--- config.mk ---
export PLATFORM = sky130hd
export DESIGN_NAME = nco_multichannel_flat
export DESIGN_NICKNAME = d
export VERILOG_FILES = /design/src/rtl/nco_multichannel_if.sv /design/src/rtl/nco_multichannel.sv /design/src/flat_wrapper.sv
export SDC_FILE = /design/constraint.sdc
export NUM_CORES = 2
export LEC_CHECK = 0
export CORE_UTILIZATION = 30
export CTS_BUF_LIST = sky130_fd_sc_hd__clkbuf_16
export DETAILED_ROUTE_END_ITERATION = 10
export HOLD_SLACK_MARGIN = 0.05
export PLACE_DENSITY = 0.56
export SLEW_MARGIN = 10
export SYNTH_ARGS = -nofsm -noshare
export SYNTH_HDL_FRONTEND = slang
export SYNTH_SLANG_ARGS = --single-unit
--- constraint.sdc ---
create_clock -name clk -period 58.3 [get_ports clk]
set_clock_uncertainty 0.15 [all_clocks]
set_input_delay 8.745 -clock clk [delete_from_list [all_inputs] [get_ports clk]]
set_output_delay 8.745 -clock clk [all_outputs]
set_load 0.1 [all_outputs]
--- src/rtl/nco_multichannel_if.sv ---
// Control/config bus and sample outputs of the multichannel NCO.
// Master drives controls and config, slave returns samples.
interface nco_multichannel_if #(
  parameter int N_CH    = 4,
  parameter int PHASE_W = 32,
  parameter int OUT_W   = 16
);
  logic                    enable;
  logic                    sync_reset;
  logic                    cfg_we;
  logic [3:0]              cfg_ch;
  logic                    cfg_sel;
  logic [PHASE_W-1:0]      cfg_data;
  logic                    commit;
  logic                    dither_en;
  logic [N_CH*OUT_W-1:0]   sin_out;
  logic [N_CH*OUT_W-1:0]   cos_out;
  logic                    valid_out;

  modport master (
    output enable, sync_reset, cfg_we, cfg_ch,
    output cfg_sel, cfg_data, commit, dither_en,
    input  sin_out, cos_out, valid_out
  );

  modport slave (
    input  enable, sync_reset, cfg_we, cfg_ch,
    input  cfg_sel, cfg_data, commit, dither_en,
    output sin_out, cos_out, valid_out
  );
endinterface

--- src/rtl/nco_multichannel.sv ---
// Multichannel NCO: double-buffered tuning, quarter-wave LUT,
// optional LFSR phase dither, 3-stage pipeline with valid flag.
module nco_multichannel #(
  parameter int N_CH     = 4,
  parameter int PHASE_W  = 32,
  parameter int LUT_AW   = 8,
  parameter int OUT_W    = 16,
  parameter int DITHER_W = 8
) (
  input  logic                clk,
  input  logic                rst,
  nco_multichannel_if.slave   bus
);
  localparam int N  = 1 << LUT_AW;
  localparam int SH = PHASE_W - 2 - LUT_AW;
  localparam logic [31:0] SEED = 32'hACE10001;
  localparam logic [31:0] TAPS = 32'h80200003;

  // Half-sample-offset sine, Taylor series evaluated at elaboration.
  function automatic logic [OUT_W-1:0] lut_val(input int k);
    real x, x2, term, s, amp;
    int  v;
    x    = (real'(k) + 0.5) * 3.14159265358979323846
           / (2.0 * real'(N));
    x2   = x * x;
    term = x;
    s    = x;
    for (int n = 1; n < 12; n++) begin
      term = -term * x2 / real'((2 * n) * (2 * n + 1));
      s    = s + term;
    end
    amp = real'((longint'(1) << (OUT_W - 1)) - 1);
    v   = $rtoi(s * amp + 0.5);
    return v[OUT_W-1:0];
  endfunction

  logic [OUT_W-1:0] lut [N];

  for (genvar k = 0; k < N; k++) begin : g_lut
    localparam logic [OUT_W-1:0] TV = lut_val(k);
    assign lut[k] = TV;
  end

  logic [31:0] lfsr_q, lfsr_d;
  logic        v1_q, v2_q, v3_q;

  assign lfsr_d = (lfsr_q >> 1) ^ (lfsr_q[0] ? TAPS : 32'h0);
  assign bus.valid_out = v3_q;

  // Shared dither LFSR and per-stage valid bits.
  always_ff @(posedge clk or posedge rst) begin
    if (rst) begin
      lfsr_q <= SEED;
      v1_q   <= 1'b0;
      v2_q   <= 1'b0;
      v3_q   <= 1'b0;
    end else if (bus.sync_reset) begin
      lfsr_q <= SEED;
      v1_q   <= 1'b0;
      v2_q   <= 1'b0;
      v3_q   <= 1'b0;
    end else begin
      if (bus.enable) lfsr_q <= lfsr_d;
      v1_q <= bus.enable;
      v2_q <= bus.enable & v1_q;
      v3_q <= bus.enable & v2_q;
    end
  end

  for (genvar c = 0; c < N_CH; c++) begin : g_ch
    logic [PHASE_W-1:0] sfreq_q, soff_q;
    logic [PHASE_W-1:0] afreq_q, aoff_q, acc_q;
    logic [PHASE_W-1:0] sfreq_d, soff_d, p_d;
    logic [DITHER_W-1:0] dith;
    logic [1:0]          q1_q, q2_q;
    logic [LUT_AW-1:0]   i1_q;
    logic [OUT_W-1:0]    ta_q, tb_q, sin_q, cos_q;
    logic                hit, unused_lsb;

    assign hit     = bus.cfg_we && (int'(bus.cfg_ch) == c);
    assign sfreq_d = (hit && !bus.cfg_sel) ? bus.cfg_data : sfreq_q;
    assign soff_d  = (hit && bus.cfg_sel) ? bus.cfg_data : soff_q;

    for (genvar b = 0; b < DITHER_W; b++) begin : g_dith
      assign dith[b] = lfsr_q[(b + c) % 32];
    end

    assign p_d = acc_q + aoff_q
               + (bus.dither_en
                  ? {{(PHASE_W-DITHER_W){1'b0}}, dith}
                  : {PHASE_W{1'b0}});
    assign unused_lsb = ^p_d[SH-1:0];

    assign bus.sin_out[c*OUT_W +: OUT_W] = sin_q;
    assign bus.cos_out[c*OUT_W +: OUT_W] = cos_q;

    // Shadow/active tuning registers and phase accumulator.
    always_ff @(posedge clk or posedge rst) begin
      if (rst) begin
        sfreq_q <= '0;
        soff_q  <= '0;
        afreq_q <= '0;
        aoff_q  <= '0;
        acc_q   <= '0;
      end else if (bus.sync_reset) begin
        acc_q <= '0;
      end else begin
        sfreq_q <= sfreq_d;
        soff_q  <= soff_d;
        if (bus.commit) begin
          afreq_q <= sfreq_d;
          aoff_q  <= soff_d;
        end
        if (bus.enable) acc_q <= acc_q + afreq_q;
      end
    end

    // Phase -> LUT fetch -> quadrant fold, advancing on enable.
    always_ff @(posedge clk or posedge rst) begin
      if (rst) begin
        q1_q  <= '0;
        i1_q  <= '0;
        q2_q  <= '0;
        ta_q  <= '0;
        tb_q  <= '0;
        sin_q <= '0;
        cos_q <= '0;
      end else if (bus.enable && !bus.sync_reset) begin
        q1_q <= p_d[PHASE_W-1 -: 2];
        i1_q <= p_d[PHASE_W-3 -: LUT_AW];
        q2_q <= q1_q;
        ta_q <= lut[i1_q];
        tb_q <= lut[~i1_q];
        unique case (q2_q)
          2'd0: begin sin_q <= ta_q;  cos_q <= tb_q;  end
          2'd1: begin sin_q <= tb_q;  cos_q <= -ta_q; end
          2'd2: begin sin_q <= -ta_q; cos_q <= -tb_q; end
          2'd3: begin sin_q <= -tb_q; cos_q <= ta_q;  end
        endcase
      end
    end
  end
endmodule

--- src/flat_wrapper.sv ---
// flat-port wrapper written by rule: the top's interface ports become plain ports
module nco_multichannel_flat 
#(
  parameter int N_CH     = 4,
  parameter int PHASE_W  = 32,
  parameter int LUT_AW   = 8,
  parameter int OUT_W    = 16,
  parameter int DITHER_W = 8
)
  (clk, rst, bus_enable, bus_sync_reset, bus_cfg_we, bus_cfg_ch, bus_cfg_sel, bus_cfg_data, bus_commit, bus_dither_en, bus_sin_out, bus_cos_out, bus_valid_out);
  nco_multichannel_if #(.N_CH(N_CH), .PHASE_W(PHASE_W), .OUT_W(OUT_W)) bus_i ();
  input  logic clk;
  input  logic rst;
  input wire logic [$bits(bus_i.enable)-1:0] bus_enable;
  input wire logic [$bits(bus_i.sync_reset)-1:0] bus_sync_reset;
  input wire logic [$bits(bus_i.cfg_we)-1:0] bus_cfg_we;
  input wire logic [$bits(bus_i.cfg_ch)-1:0] bus_cfg_ch;
  input wire logic [$bits(bus_i.cfg_sel)-1:0] bus_cfg_sel;
  input wire logic [$bits(bus_i.cfg_data)-1:0] bus_cfg_data;
  input wire logic [$bits(bus_i.commit)-1:0] bus_commit;
  input wire logic [$bits(bus_i.dither_en)-1:0] bus_dither_en;
  output wire logic [$bits(bus_i.sin_out)-1:0] bus_sin_out;
  output wire logic [$bits(bus_i.cos_out)-1:0] bus_cos_out;
  output wire logic [$bits(bus_i.valid_out)-1:0] bus_valid_out;
  assign bus_i.enable = bus_enable;
  assign bus_i.sync_reset = bus_sync_reset;
  assign bus_i.cfg_we = bus_cfg_we;
  assign bus_i.cfg_ch = bus_cfg_ch;
  assign bus_i.cfg_sel = bus_cfg_sel;
  assign bus_i.cfg_data = bus_cfg_data;
  assign bus_i.commit = bus_commit;
  assign bus_i.dither_en = bus_dither_en;
  assign bus_sin_out = bus_i.sin_out;
  assign bus_cos_out = bus_i.cos_out;
  assign bus_valid_out = bus_i.valid_out;
  nco_multichannel #(.N_CH(N_CH), .PHASE_W(PHASE_W), .LUT_AW(LUT_AW), .OUT_W(OUT_W), .DITHER_W(DITHER_W)) u_core (.clk(clk), .rst(rst), .bus(bus_i));
endmodule
==> results.toml <==
[power_and_ir_drop]
swShare_pct = 56.8
seqPwrFrac_pct = 22.3
powerDensity_nw_per_um2 = 51.5
p_sw_w = 0.00261
ir_drop_uv = 27.5
p_int_w = 0.00199
leakage_nw = 38.3
comb_power_share_pct = 63.2
clock_power_share_pct = 14.6

[clock_network]
cts_sinks = 971
clk_pin_slew_ps = 60
cts_tree = "built"
post_cts_buffers = 0
root_buffer = "clkbuf_16"
ctsHtreeMaxLevel = 3
clkLatencyLatePin_ps = 780
cts.repair.resized = 0
clk_path_buf_depth = 3
cts_buffers = 104
postCtsHoldBufs = 0

[timing]
tns_ps = 0
drv_slew = 0
hold_slack_ps = 307
finalSetupViolCount = 0
period_share_pct = 22.5
max-slew-margin-rel_pct = 7.63
max_freq_mhz = 76.2
hold_viol = 0
rsz0062_at_grt = "no"
worstMarginPinSlew_ps = 1380
layout_min_cycle_time_ps = 13120

[worst_setup_path]
worstPathCellList = "buf_2 -> nand2_1 -> xnor2_1 -> ha_1 -> a31o_2 -> ha_1 -> a211oi_1 -> a211oi_1 -> a221oi_1 -> o21ai_0 -> a21o_1 -> a41o_1 -> o41ai_1 -> o21ai_0 -> xnor2_1 -> o21ai_0"
end_kind = "flop"
crit_fanout = 41
reg2reg_depth = 12
start_kind = "primary input"
r2r_start = "u_core.g_ch[1].i1_q[1]$_DFFE_PP0P_"
critical_path_class = "in -> reg"
cpMaxStageDelayCell = "buf_2"
worstReg2RegEnd = "u_core.g_ch[1].tb_q[1]$_DFFE_PP0P_"
critPathMaxStageDelay_ps = 580
worstPathArrival_ps = 13600
r2r_setup_slack_ps = 52890
crit_required_ps = 58780
cpMostUsedCell = "o21ai_0"

[finish]
area_growth_pct = 9.92
utilization_pct = 33.2
mostFrequentLayoutCells = "1388 x nand2_1, 1258 x o21ai_0, 938 x a21oi_1"
mostFrequentLayoutCell = "nand2_1"
drive_gt1_share_pct = 9.13
regArea_um2 = 24400
multi_input_area_um2 = 53000
final_nets = 10400
fillCellCount = 28400

[grt]
busiest_layer = "met2"
grt_max_degree = 289
globalRouteOverflowTotal = 0
track_usage_pct = 28.9
antenna_found_initial = 38
grt_pass1_vias = 80100
use_met3_pct = 6.47
use_met1_pct = 39.1
grt_pass1_wl_mm = 586
use_met2_pct = 43.2

[routing]
drtIter0Drc = 12200
drt-total-wl_mm = 407
viasPerCell = 6.24
drc_errors = 0
drt.antenna.violating_nets = 0
vias = 84800
dr.pass1.iters = 7
wl_per_cell_um = 30.0

[floorplanning]
io_pins = 173
initial_core_util_pct = 30.2
dieHeight_um = 522
core_area_um2 = 269000
row_count = 190
die_area_um2 = 273000
die_x_um = 522

[logic_synthesis]
synth_top_area_cell = "dfrtp_1"
synth_fp_nets = 10900
synthFlopType = "dfrtp_1"
synth_seq_area_share_pct = 29.9
async_flop_share_pct = 100
ys_types = 97
synth_area_leaders = "dfrtp_1 30%, o21ai_0 7.7%, ha_1 6.8%"
avgSynthCellArea_um2 = 7.84
synthesis.area_um2 = 81200
ys_seq_elements = 971
synth_cells = 10400
yosysWarningCount = 0
synth_edf_count = 0
synth_top_area_share_pct = 29.6

[run]
cap_violations = 0

[placed_design]
portBuffers = 172
dp_hpwl_mm = 286
gp_congestion = 1.02

[min_path]
holdCritStartpoint = "u_core.v1_q$_DFF_PP0_"
worstHoldPathType = "reg -> reg"
worstHoldPathCells = 1
min_to = "u_core.v2_q$_DFF_PP0_"

[run_status]
status = "completed"
[per-layer routing]
metal,vias to the layer above,share of wire [%]
met2,4726,43
met5,-,0.046
met4,30,5.6
li1,37400,-
met3,1062,9.4
met1,41600,42
[state kept, by name, indices dropped and copies added (netlist names), 64 cells and up]
signal               flops
u_core.g_ch.acc_q      128
u_core.g_ch.sin_q       64
u_core.g_ch.aoff_q     128
u_core.g_ch.sfreq_q    128
u_core.g_ch.soff_q     128
u_core.g_ch.cos_q       64
u_core.g_ch.afreq_q    128
[worst max-delay path by stage]
stage | to | cells after the start | from | slack (ps)
2_1_floorplan | u_core.bus.valid_out$_DFF_PP0_ | 1 | rst | 22110
3_3_place_gp | u_core.g_ch[3].i1_q[3]$_DFFE_PP0P_ | 6 | rst | 44380
3_5_place_dp | u_core.g_ch[3].i1_q[3]$_DFFE_PP0P_ | 6 | rst | 44310
4_1_cts | u_core.g_ch[3].i1_q[3]$_DFFE_PP0P_ | 6 | rst | 45160
5_1_grt | u_core.g_ch[3].i1_q[3]$_DFFE_PP0P_ | 6 | rst | 44700
6_report | u_core.g_ch[3].q1_q[1]$_DFFE_PP0P_ | 16 | bus_dither_en | 45180
[cells in the mapped netlist (all sizes together) (24+ instances only)]
master	instances
a21o	93
a2111oi	24
o311ai	83
nor3	242
o21ai	1261
nand2	1396
nand2b	86
mux2	268
a211o	26
or2	47
and3	45
inv	123
o2111ai	33
clkbuf	768
mux2i	380
o22ai	83
a31o	39
or3	66
a221oi	53
and2	39
mux4	72
o21a	26
a21oi	938
dfrtp	962
a311oi	111
a31oi	225
nand3	268
xnor2	161
nor2	849
o211ai	124
o221ai	53
o32ai	24
nor2b	57
o21bai	26
ha	444
o31ai	72
xor2	68
nand4	29
a211oi	228
buf	186
[cell families after synthesis]
kind of cell | synth area share, %
mux | 10.4
flops | 29.9
compound gates | 28.1
xor+xnor | 2.47
buf+inv | 5.02
fa+ha+maj | 6.97
simple gates | 17.1
[final cells by class]
| cell class | count | area share, % |
|---|---|---|
| antenna | 14 | 0.0392 |
| clock buffer | 104 | 2.91 |
| clock inverter | 90 | 0.870 |
| inverter | 132 | 0.570 |
| multi-input combinational | 8306 | 59.3 |
| sequential | 971 | 27.3 |
| tap | 3552 | 4.98 |
| timing repair buffer | 409 | 4.00 |
[power groups by stage]
stage / clock (W) / sequential (W) / combinational, W
floorplan: 0 / 0.00119 / 0.00152
global placement: 0 / 0.00103 / 0.00281
detailed placement: 0 / 0.00103 / 0.00279
CTS: 0.000688 / 0.00102 / 0.00279
global route: 0.000712 / 0.00105 / 0.00302
finish: 0.000669 / 0.00102 / 0.00290
[critical path: cells and delay by family]
kind	cells	cell delay, ps
AOI/OAI and AO/OA	10	2970
buffers and inverters	1	580
adders and majority gates	2	470
xor gates and xnor gates	2	430
and+or+nand+nor	1	380
[per-stage QoR]
step	worst slack, ps	total power [W]	cells	instance area, um2
detailed placement	44310	0.00382	13400	85900
CTS	45160	0.00450	13600	89300
finish	45180	0.00460	13600	89300
floorplan	22110	0.00271	10400	81200
global route	44700	0.00477	13600	89300
global placement	44380	0.00384	13400	85900
(Power assumes the default switching activity.)
